## src/rtl/vga_timing_gen_pkg.sv

```systemverilog
// Shared 640x480@60 timing constants and helpers for the VGA timing generator.
package vga_timing_gen_pkg;

    // Coordinate / counter width; totals up to 1024 fit in 10 bits
    localparam int unsigned COORD_W = 10;
    localparam int unsigned FRAME_W = 16;
    localparam int unsigned CNT_MAX = 1024;

    // 640x480@60 horizontal timing (pixels)
    localparam int unsigned H_VISIBLE_DEF = 640;
    localparam int unsigned H_FRONT_DEF   = 16;
    localparam int unsigned H_SYNC_DEF    = 96;
    localparam int unsigned H_BACK_DEF    = 48;

    // 640x480@60 vertical timing (lines)
    localparam int unsigned V_VISIBLE_DEF = 480;
    localparam int unsigned V_FRONT_DEF   = 10;
    localparam int unsigned V_SYNC_DEF    = 2;
    localparam int unsigned V_BACK_DEF    = 33;

    // Drive level of a sync line given whether it is in its pulse and the active polarity
    function automatic logic sync_level(input logic active, input logic pol);
        return active ? pol : ~pol;
    endfunction

endpackage

```

## src/rtl/vga_timing_gen.sv

```systemverilog
// VGA timing generator: h/v counters with registered sync, data enable, coordinates and pulses.
module vga_timing_gen
    import vga_timing_gen_pkg::*;
#(
    parameter int unsigned H_VISIBLE = H_VISIBLE_DEF,
    parameter int unsigned H_FRONT   = H_FRONT_DEF,
    parameter int unsigned H_SYNC    = H_SYNC_DEF,
    parameter int unsigned H_BACK    = H_BACK_DEF,
    parameter int unsigned V_VISIBLE = V_VISIBLE_DEF,
    parameter int unsigned V_FRONT   = V_FRONT_DEF,
    parameter int unsigned V_SYNC    = V_SYNC_DEF,
    parameter int unsigned V_BACK    = V_BACK_DEF,
    parameter bit          SYNC_POL  = 1'b0
) (
    input  logic               clk,
    input  logic               resetn,
    input  logic               ce,
    output logic               hsync,
    output logic               vsync,
    output logic               de,
    output logic [COORD_W-1:0] x,
    output logic [COORD_W-1:0] y,
    output logic               frame_start,
    output logic               line_start,
    output logic [FRAME_W-1:0] frame_cnt
);

    localparam int unsigned H_TOTAL = H_VISIBLE + H_FRONT + H_SYNC + H_BACK;
    localparam int unsigned V_TOTAL = V_VISIBLE + V_FRONT + V_SYNC + V_BACK;

    // Counter-domain boundaries
    localparam logic [COORD_W-1:0] H_LAST    = COORD_W'(H_TOTAL - 1);
    localparam logic [COORD_W-1:0] V_LAST    = COORD_W'(V_TOTAL - 1);
    localparam logic [COORD_W-1:0] H_VIS_END = COORD_W'(H_VISIBLE);
    localparam logic [COORD_W-1:0] V_VIS_END = COORD_W'(V_VISIBLE);
    localparam logic [COORD_W-1:0] H_SYNC_LO = COORD_W'(H_VISIBLE + H_FRONT);
    localparam logic [COORD_W-1:0] H_SYNC_HI = COORD_W'(H_VISIBLE + H_FRONT + H_SYNC);
    localparam logic [COORD_W-1:0] V_SYNC_LO = COORD_W'(V_VISIBLE + V_FRONT);
    localparam logic [COORD_W-1:0] V_SYNC_HI = COORD_W'(V_VISIBLE + V_FRONT + V_SYNC);

    // Totals must fit the 10-bit counters
    if ((H_TOTAL > CNT_MAX) || (V_TOTAL > CNT_MAX)) begin : g_total_check
        $error("vga_timing_gen: H_TOTAL/V_TOTAL exceed counter range");
    end

    logic [COORD_W-1:0] h_cnt;
    logic [COORD_W-1:0] v_cnt;

    logic h_wrap_c;
    logic v_wrap_c;
    logic vis_c;
    logic hs_act_c;
    logic vs_act_c;
    logic h_zero_c;
    logic v_zero_c;

    // Decode of the current counter position
    always_comb begin
        h_wrap_c = (h_cnt == H_LAST);
        v_wrap_c = (v_cnt == V_LAST);
        vis_c    = (h_cnt < H_VIS_END) && (v_cnt < V_VIS_END);
        hs_act_c = (h_cnt >= H_SYNC_LO) && (h_cnt < H_SYNC_HI);
        vs_act_c = (v_cnt >= V_SYNC_LO) && (v_cnt < V_SYNC_HI);
        h_zero_c = (h_cnt == '0);
        v_zero_c = (v_cnt == '0);
    end

    // Horizontal pixel counter, advances on every enabled pixel clock
    always_ff @(posedge clk or negedge resetn) begin
        if (!resetn) begin
            h_cnt <= '0;
        end else if (ce) begin
            h_cnt <= h_wrap_c ? '0 : h_cnt + COORD_W'(1);
        end
    end

    // Vertical line counter, advances when the line wraps
    always_ff @(posedge clk or negedge resetn) begin
        if (!resetn) begin
            v_cnt <= '0;
        end else if (ce && h_wrap_c) begin
            v_cnt <= v_wrap_c ? '0 : v_cnt + COORD_W'(1);
        end
    end

    // Output register: one cycle behind the counters, held while ce is low
    always_ff @(posedge clk or negedge resetn) begin
        if (!resetn) begin
            hsync       <= ~SYNC_POL;
            vsync       <= ~SYNC_POL;
            de          <= 1'b0;
            x           <= '0;
            y           <= '0;
            frame_start <= 1'b0;
            line_start  <= 1'b0;
            frame_cnt   <= '0;
        end else if (ce) begin
            hsync       <= sync_level(hs_act_c, SYNC_POL);
            vsync       <= sync_level(vs_act_c, SYNC_POL);
            de          <= vis_c;
            x           <= vis_c ? h_cnt : '0;
            y           <= vis_c ? v_cnt : '0;
            frame_start <= h_zero_c && v_zero_c;
            line_start  <= h_zero_c;
            if (h_wrap_c && v_wrap_c) begin
                frame_cnt <= frame_cnt + FRAME_W'(1);
            end
        end else begin
            frame_start <= 1'b0;
            line_start  <= 1'b0;
        end
    end

endmodule

```

## config.mk

```make
export PLATFORM = sky130hd
export DESIGN_NAME = vga_timing_gen
export DESIGN_NICKNAME = d
export VERILOG_FILES = /design/src/rtl/vga_timing_gen_pkg.sv /design/src/rtl/vga_timing_gen.sv
export SDC_FILE = /design/constraint.sdc
export NUM_CORES = 1
export LEC_CHECK = 0
export CAP_MARGIN = 0
export CORE_MARGIN = 10
export CORE_UTILIZATION = 50
export DETAILED_ROUTE_END_ITERATION = 7
export PLACE_DENSITY = 0.73
export SLEW_MARGIN = 10
export SYNTH_ARGS = -nofsm -noshare
export SYNTH_HDL_FRONTEND = slang
export SYNTH_SLANG_ARGS = --single-unit
```

## constraint.sdc

```tcl
create_clock -name clk -period 3 [get_ports clk]
set_clock_uncertainty 0.05 [all_clocks]
set_input_delay 0.75 -clock clk [delete_from_list [all_inputs] [get_ports clk]]
set_output_delay 0.75 -clock clk [all_outputs]
set_load 0.01 [all_outputs]
```

==> results of run 1 <==
## registers in the layout, summed over array words and instances (netlist names)
| signal | flops |
|---|---|
| frame_cnt | 16 |
| h_cnt | 10 |
| v_cnt | 10 |
| x | 10 |
| y | 10 |
| de | 1 |
| frame_start | 1 |
| hsync | 1 |
| line_start | 1 |
| vsync | 1 |
## power by group
group,leakage (nW),internal (mW),switching (mW)
sequential,0.806,0.886,0.0776
combinational,0.619,0.122,0.120
clock,0.0937,0.368,0.298
## cells by family after synthesis
kind of cell / count (synthesis) / share of synthesized area
simple gates: 91 / 0.192
flops: 61 / 0.555
buf+inv: 23 / 0.0340
xor+xnor: 25 / 0.0822
mux: 3 / 0.0118
compound gates: 39 / 0.103
fa+ha+maj: 5 / 0.0227
## layer usage
layer	up-vias	global-route usage
li1	993	-
met1	998	0.183
met2	63	0.204
met3	11	0.0639
met4	0	0.0709
met5	-	0
## final timing paths
kind | start | to
min in group clk | de | de
min reg2reg | de | de
max reg2reg | h_cnt[7] | v_cnt[8]
max in group asynchronous | resetn | vsync
min | resetn | x[2]
max | ce | v_cnt[8]
## cells in the final DEF (no fill, tap or decap), drive strengths merged, types with 5 or more instances in the layout
cell type,synthesis,final
nor2,13,13
a21oi,6,6
o21ai,8,8
nor3,5,5
clkbuf,12,15
or3,6,6
nand3,14,14
buf,1,8
dfrtp,59,59
clkdlybuf4s50,0,42
ha,5,5
a22o,19,19
xnor2,22,22
inv,10,10
and3,10,10
nand2,10,10
nor4,8,8
nand4,14,14
## through the flow
| step | area, µm² | setup slack [ps] |
|---|---|---|
| finish | 3460 | 745 |
| floorplan | 2760 | 503 |
| detailed placement | 3280 | 389 |
| global placement | 3280 | 408 |
| CTS | 3460 | 755 |
| global route | 3460 | 679 |
## worst max-delay path: stages
cell	delay, ps
clkdlybuf4s50_1	470
nand4_1	120
or4_4	560
or3_4	400
xnor2_2	130
## final cells by class
class                           count  area (µm²)
Inverter                           10        37.5
Clock inverter                      1        5.00
Fill cell                         429        1780
Clock buffer                       15         176
Multi-Input combinational cell    163        1130
Tap cell                           70        87.6
Timing Repair Buffer               50         490
Sequential cell                    61        1530
==> impl_metrics.py, run 1 <==
metrics = {
    "outcome": {
        "status": "finished clean",
    },
    "worst_setup_path": {
        "start_kind": "input port",
        "cp_data_required_time_ps": 3170,
        "worstSetupEndpointType": "flop",
        "path_max_fanout": 10,
        "worst_r2r_path_depth": 4,
        "r2r_setup_slack_ps": 820,
        "crit_type": "in -> reg",
        "cp_data_arrival_time_ps": 2430,
    },
    "timing": {
        "setup_violations": 0,
        "finalCriticalPeriod_ps": 2260,
        "rsz0062_at_grt": "false",
        "hold_ws_ps": 420,
        "finalMaxSlewViolations": 0,
        "setup-tns-final_ps": 0,
        "timing.fmax_mhz": 443,
        "worst_pin_slew_ps": 706,
        "finalCritPeriodShare": 0.752,
        "maxSlewHeadroom": 0.529,
        "hold_viol": 0,
    },
    "power_and_ir_drop": {
        "vdd_ir_drop_max_mv": 0.285,
        "finalPower_mw": 1.87,
        "power_density_mw_per_mm2": 541,
        "p_leak_nw": 1.52,
    },
    "detailed_routing": {
        "drt-met1-wl_um": 2810,
        "drtIter0Drc": 61,
        "vias": 2065,
        "highest_layer": "met4",
        "ant_nets": 0,
        "wl_um": 6000,
        "drt-wirelength-per-cell_um": 16.2,
        "wl_met3_um": 627,
        "drt-pass1-iter-count": 4,
        "drc_errors": 0,
        "vias_per_cell": 5.58,
        "wl_met2_um": 2480,
    },
    "yosys": {
        "ys_ff_latch": 61,
        "synthTopCellsByCount": "dfrtp_1, xnor2_1, a22o_1",
        "syn-cell-area_mm2": 0.00276,
        "synthTopCellsByArea": "dfrtp_1, xnor2_1, a22o_1",
        "synthArstFlopShare": 1.00,
        "synth_cell_type_count": 36,
        "ys_warn_count": 0,
        "synth_flop_cell": "dfrtp_1",
        "avgSynthCellArea_um2": 11.2,
        "synth_nets": 255,
        "yosysTopAreaCell": "dfrtp_1",
        "synth_most_common_cell": "dfrtp_1",
        "netlist_instances": 247,
        "yosysSeqAreaShare": 0.555,
        "synth-edff-count": 0,
        "synth_top_area_share": 0.536,
    },
    "floorplan": {
        "io_pins": 44,
        "core_mm2": 0.00524,
        "rows": 26,
        "die_h_um": 94.3,
        "start_util": 0.526,
        "die_x_um": 94.3,
        "die_area_mm2": 0.00888,
    },
    "clock_tree": {
        "clk_pin_slew_ps": 70,
        "clockBufferDepth": 2,
        "insertion_delay_ps": 330,
        "numCtsBuffers": 9,
        "cts_tree": "done",
        "cts_resized": 0,
        "post-cts-setup-buffer-count": 0,
        "clock-sinks": 61,
        "ctsHoldBuffers": 0,
        "h-tree-depth": 3,
        "clockRootBuffer": "clkbuf_8",
    },
    "global_route": {
        "overflow": 0,
        "grt_start_max_net_pins": 32,
        "grt_pass1_wl_um": 10200,
        "track_usage": 0.145,
        "grt_pass1_vias": 2085,
        "antenna_found_initial": 0,
    },
    "job": {
        "cap_violations": 0,
    },
    "cells_and_area": {
        "utilization": 0.661,
        "diodes": 0,
        "areaGrowthSynthToFinish_pct": 25.5,
        "instances_no_fill": 370,
        "drive_above_1_share": 0.107,
        "fin_nets": 303,
    },
    "placement": {
        "gp_congestion": 0.850,
        "hpwl_um": 4210,
        "placedCellCount": 354,
        "port_buffers": 43,
    },
    "hold_path": {
        "hold_class": "in -> async",
    },
}
No activity file was read; power rests on OpenSTA's default activity.
==> run 2: changes to the inputs <==
Settings changed: CORE_UTILIZATION 50 to 48, PLACE_DENSITY 0.73 to 0.74.
Clock period 3 ns to 1.9 ns, I/O delays scaled along.
==> impl_metrics.py, run 2 (same netlist as run 1, synthesis figures left out) <==
metrics = {
    "outcome": {
        "status": "finished with violations",
        "violations": "negative setup slack",
    },
    "global_route": {
        "grt_start_max_net_pins": 62,
        "track_usage": 0.154,
        "grt_pass1_wl_um": 11000,
        "grt_pass1_vias": 2319,
        "overflow": 0,
        "antenna_found_initial": 0,
    },
    "placement": {
        "hpwl_um": 4540,
        "place_worst_setup_slack_ps": -440,
        "port_buffers": 43,
        "gp_congestion": 0.851,
    },
    "timing": {
        "rsz0062_at_grt": "true",
        "hold_viol": 0,
        "maxSlewHeadroom": 0.732,
        "hold_ws_ps": 66.2,
        "setup_violations": 5,
        "finalCritPeriodShare": 1.02,
        "setup_ws_ps": -43.7,
        "finalMaxSlewViolations": 0,
        "worst_pin_slew_ps": 398,
        "finalCriticalPeriod_ps": 1940,
        "timing.fmax_mhz": 514,
    },
    "cells_and_area": {
        "areaGrowthSynthToFinish_pct": 36.9,
        "drive_above_1_share": 0.222,
        "final_common_cell": "dfrtp_1",
        "nFillCells": 454,
        "final_cell_mix": "dfrtp_1, clkdlybuf4s50_1, buf_4",
        "diodes": 0,
        "largest_reg_flops": 16,
        "top_register": "frame_cnt",
        "fin_nets": 332,
    },
    "clock_tree": {
        "clk_pin_slew_ps": 70,
        "insertion_delay_ps": 350,
        "ctsHoldBuffers": 0,
        "numCtsBuffers": 9,
        "h-tree-depth": 3,
        "clockRootBuffer": "clkbuf_8",
        "cts_tree": "done",
        "clock-sinks": 61,
        "clockBufferDepth": 2,
    },
    "floorplan": {
        "die_area_mm2": 0.00917,
        "die_x_um": 95.8,
        "io_pins": 44,
        "core_mm2": 0.00554,
        "die_h_um": 95.8,
        "rows": 27,
        "start_util": 0.498,
    },
    "detailed_routing": {
        "wl_um": 6650,
        "drc_errors": 0,
        "vias_per_cell": 5.55,
        "drt-wirelength-per-cell_um": 16.6,
        "drt-pass1-iter-count": 4,
        "drtIter0Drc": 136,
        "ant_nets": 0,
        "vias": 2225,
    },
    "worst_setup_path": {
        "crit_type": "reg -> reg",
        "worst_path_max_delay_cell": "or4_4",
        "cpMostUsedCell": "or3_4",
        "start_kind": "flop",
        "cp_data_arrival_time_ps": 2160,
        "cp_cell_sequence": "or3_4 -> or4_4 -> buf_6 -> or3_4 -> a21oi_2",
        "path_max_fanout": 6,
        "worstSetupEndpointType": "flop",
        "slowest_delay_ps": 440,
        "cp_data_required_time_ps": 2120,
    },
    "power_and_ir_drop": {
        "vdd_ir_drop_max_mv": 0.392,
        "power_density_mw_per_mm2": 812,
        "p_leak_nw": 1.73,
    },
    "job": {
        "cap_violations": 0,
    },
    "hold_path": {
        "hold_class": "in -> async",
    },
}
==> run 2: cell types whose count changed in the layout (fill, tap and decap cells not counted), moves of 2 or more <==
cell and delta:
buf_6 +3, buf_4 +23, clkdlybuf4s50_1 -6, nor4_1 -2, dlymetal6s2s_1 +3, nor4_4 +2
dlygate4sd2_1 +3, dfrtp_2 +4, buf_12 +2, dfrtp_1 -4
==> run 2: stage by stage <==
stage | setup TNS, ps | util | instance area [µm²] | total power [mW] | cells
finish | -126 | 0.681 | 3770 | 3.06 | 401
global route | -258 | 0.681 | 3770 | 3.21 | 401
CTS | -81.7 | 0.668 | 3700 | 3.07 | 399
detailed placement | -7770 | 0.629 | 3490 | 2.04 | 380
global placement | -6990 | 0.629 | 3490 | 2.02 | 380
floorplan | -821 | - | 2760 | 1.72 | 247
==> run 2: repair_timing <==
action | 4_1_cts | 5_1_grt
buffers inserted | 2 | 2
gates cloned | 1 | 0
pin swaps | 5 | 6
gates resized for setup | 8 | 21
hold endpoints to repair | 0 | 0
endpoints found under the setup margin | 17 | 29
==> run 2: final cells by class <==
cell class	count	area, µm²	area share
Sequential cell	61	1530	0.406
Multi-Input combinational cell	163	1190	0.316
Timing Repair Buffer	79	746	0.198
Clock buffer	14	163	0.0431
Tap cell	72	90.1	0.0239
Inverter	10	37.5	0.00995
Clock inverter	2	10.0	0.00265
==> run 2: report_power, final <==
part | total (mW) | switching [mW] | leakage [nW] | internal [mW]
combinational | 0.585 | 0.297 | 0.839 | 0.288
clock | 1.02 | 0.480 | 0.0905 | 0.542
sequential | 1.46 | 0.0585 | 0.799 | 1.40
==> run 2: worst paths after layout <==
kind | startpoint | to | slack (ps) | depth (start not counted)
worst min register to register | de | de | 430 | 1
max in group asynchronous | resetn | hsync | 1410 | 2
worst max-delay path | h_cnt[6] | v_cnt[2] | -40 | 5
min in group clk | de | de | 430 | 1
worst max register to register | h_cnt[6] | v_cnt[2] | -40 | 5
worst min-delay path | resetn | v_cnt[0] | 70 | 2
==> run 2: routing by layer <==
metal | global-route usage | up-vias | wire length, µm
li1 | - | 1049 | -
met1 | 0.191 | 1087 | 2920
met2 | 0.230 | 73 | 3070
met3 | 0.0459 | 16 | 500
met4 | 0.0995 | 0 | 153
met5 | 0 | - | 0
==> run 2: worst max-delay path, delay by kind of cell (launching register included) <==
kind / cells / cell delay, ps
AND/OR/NAND/NOR: 3 / 1180
flip-flops: 1 / 370
buffers and inverters: 1 / 150
AO/OA/AOI/OAI: 1 / 120
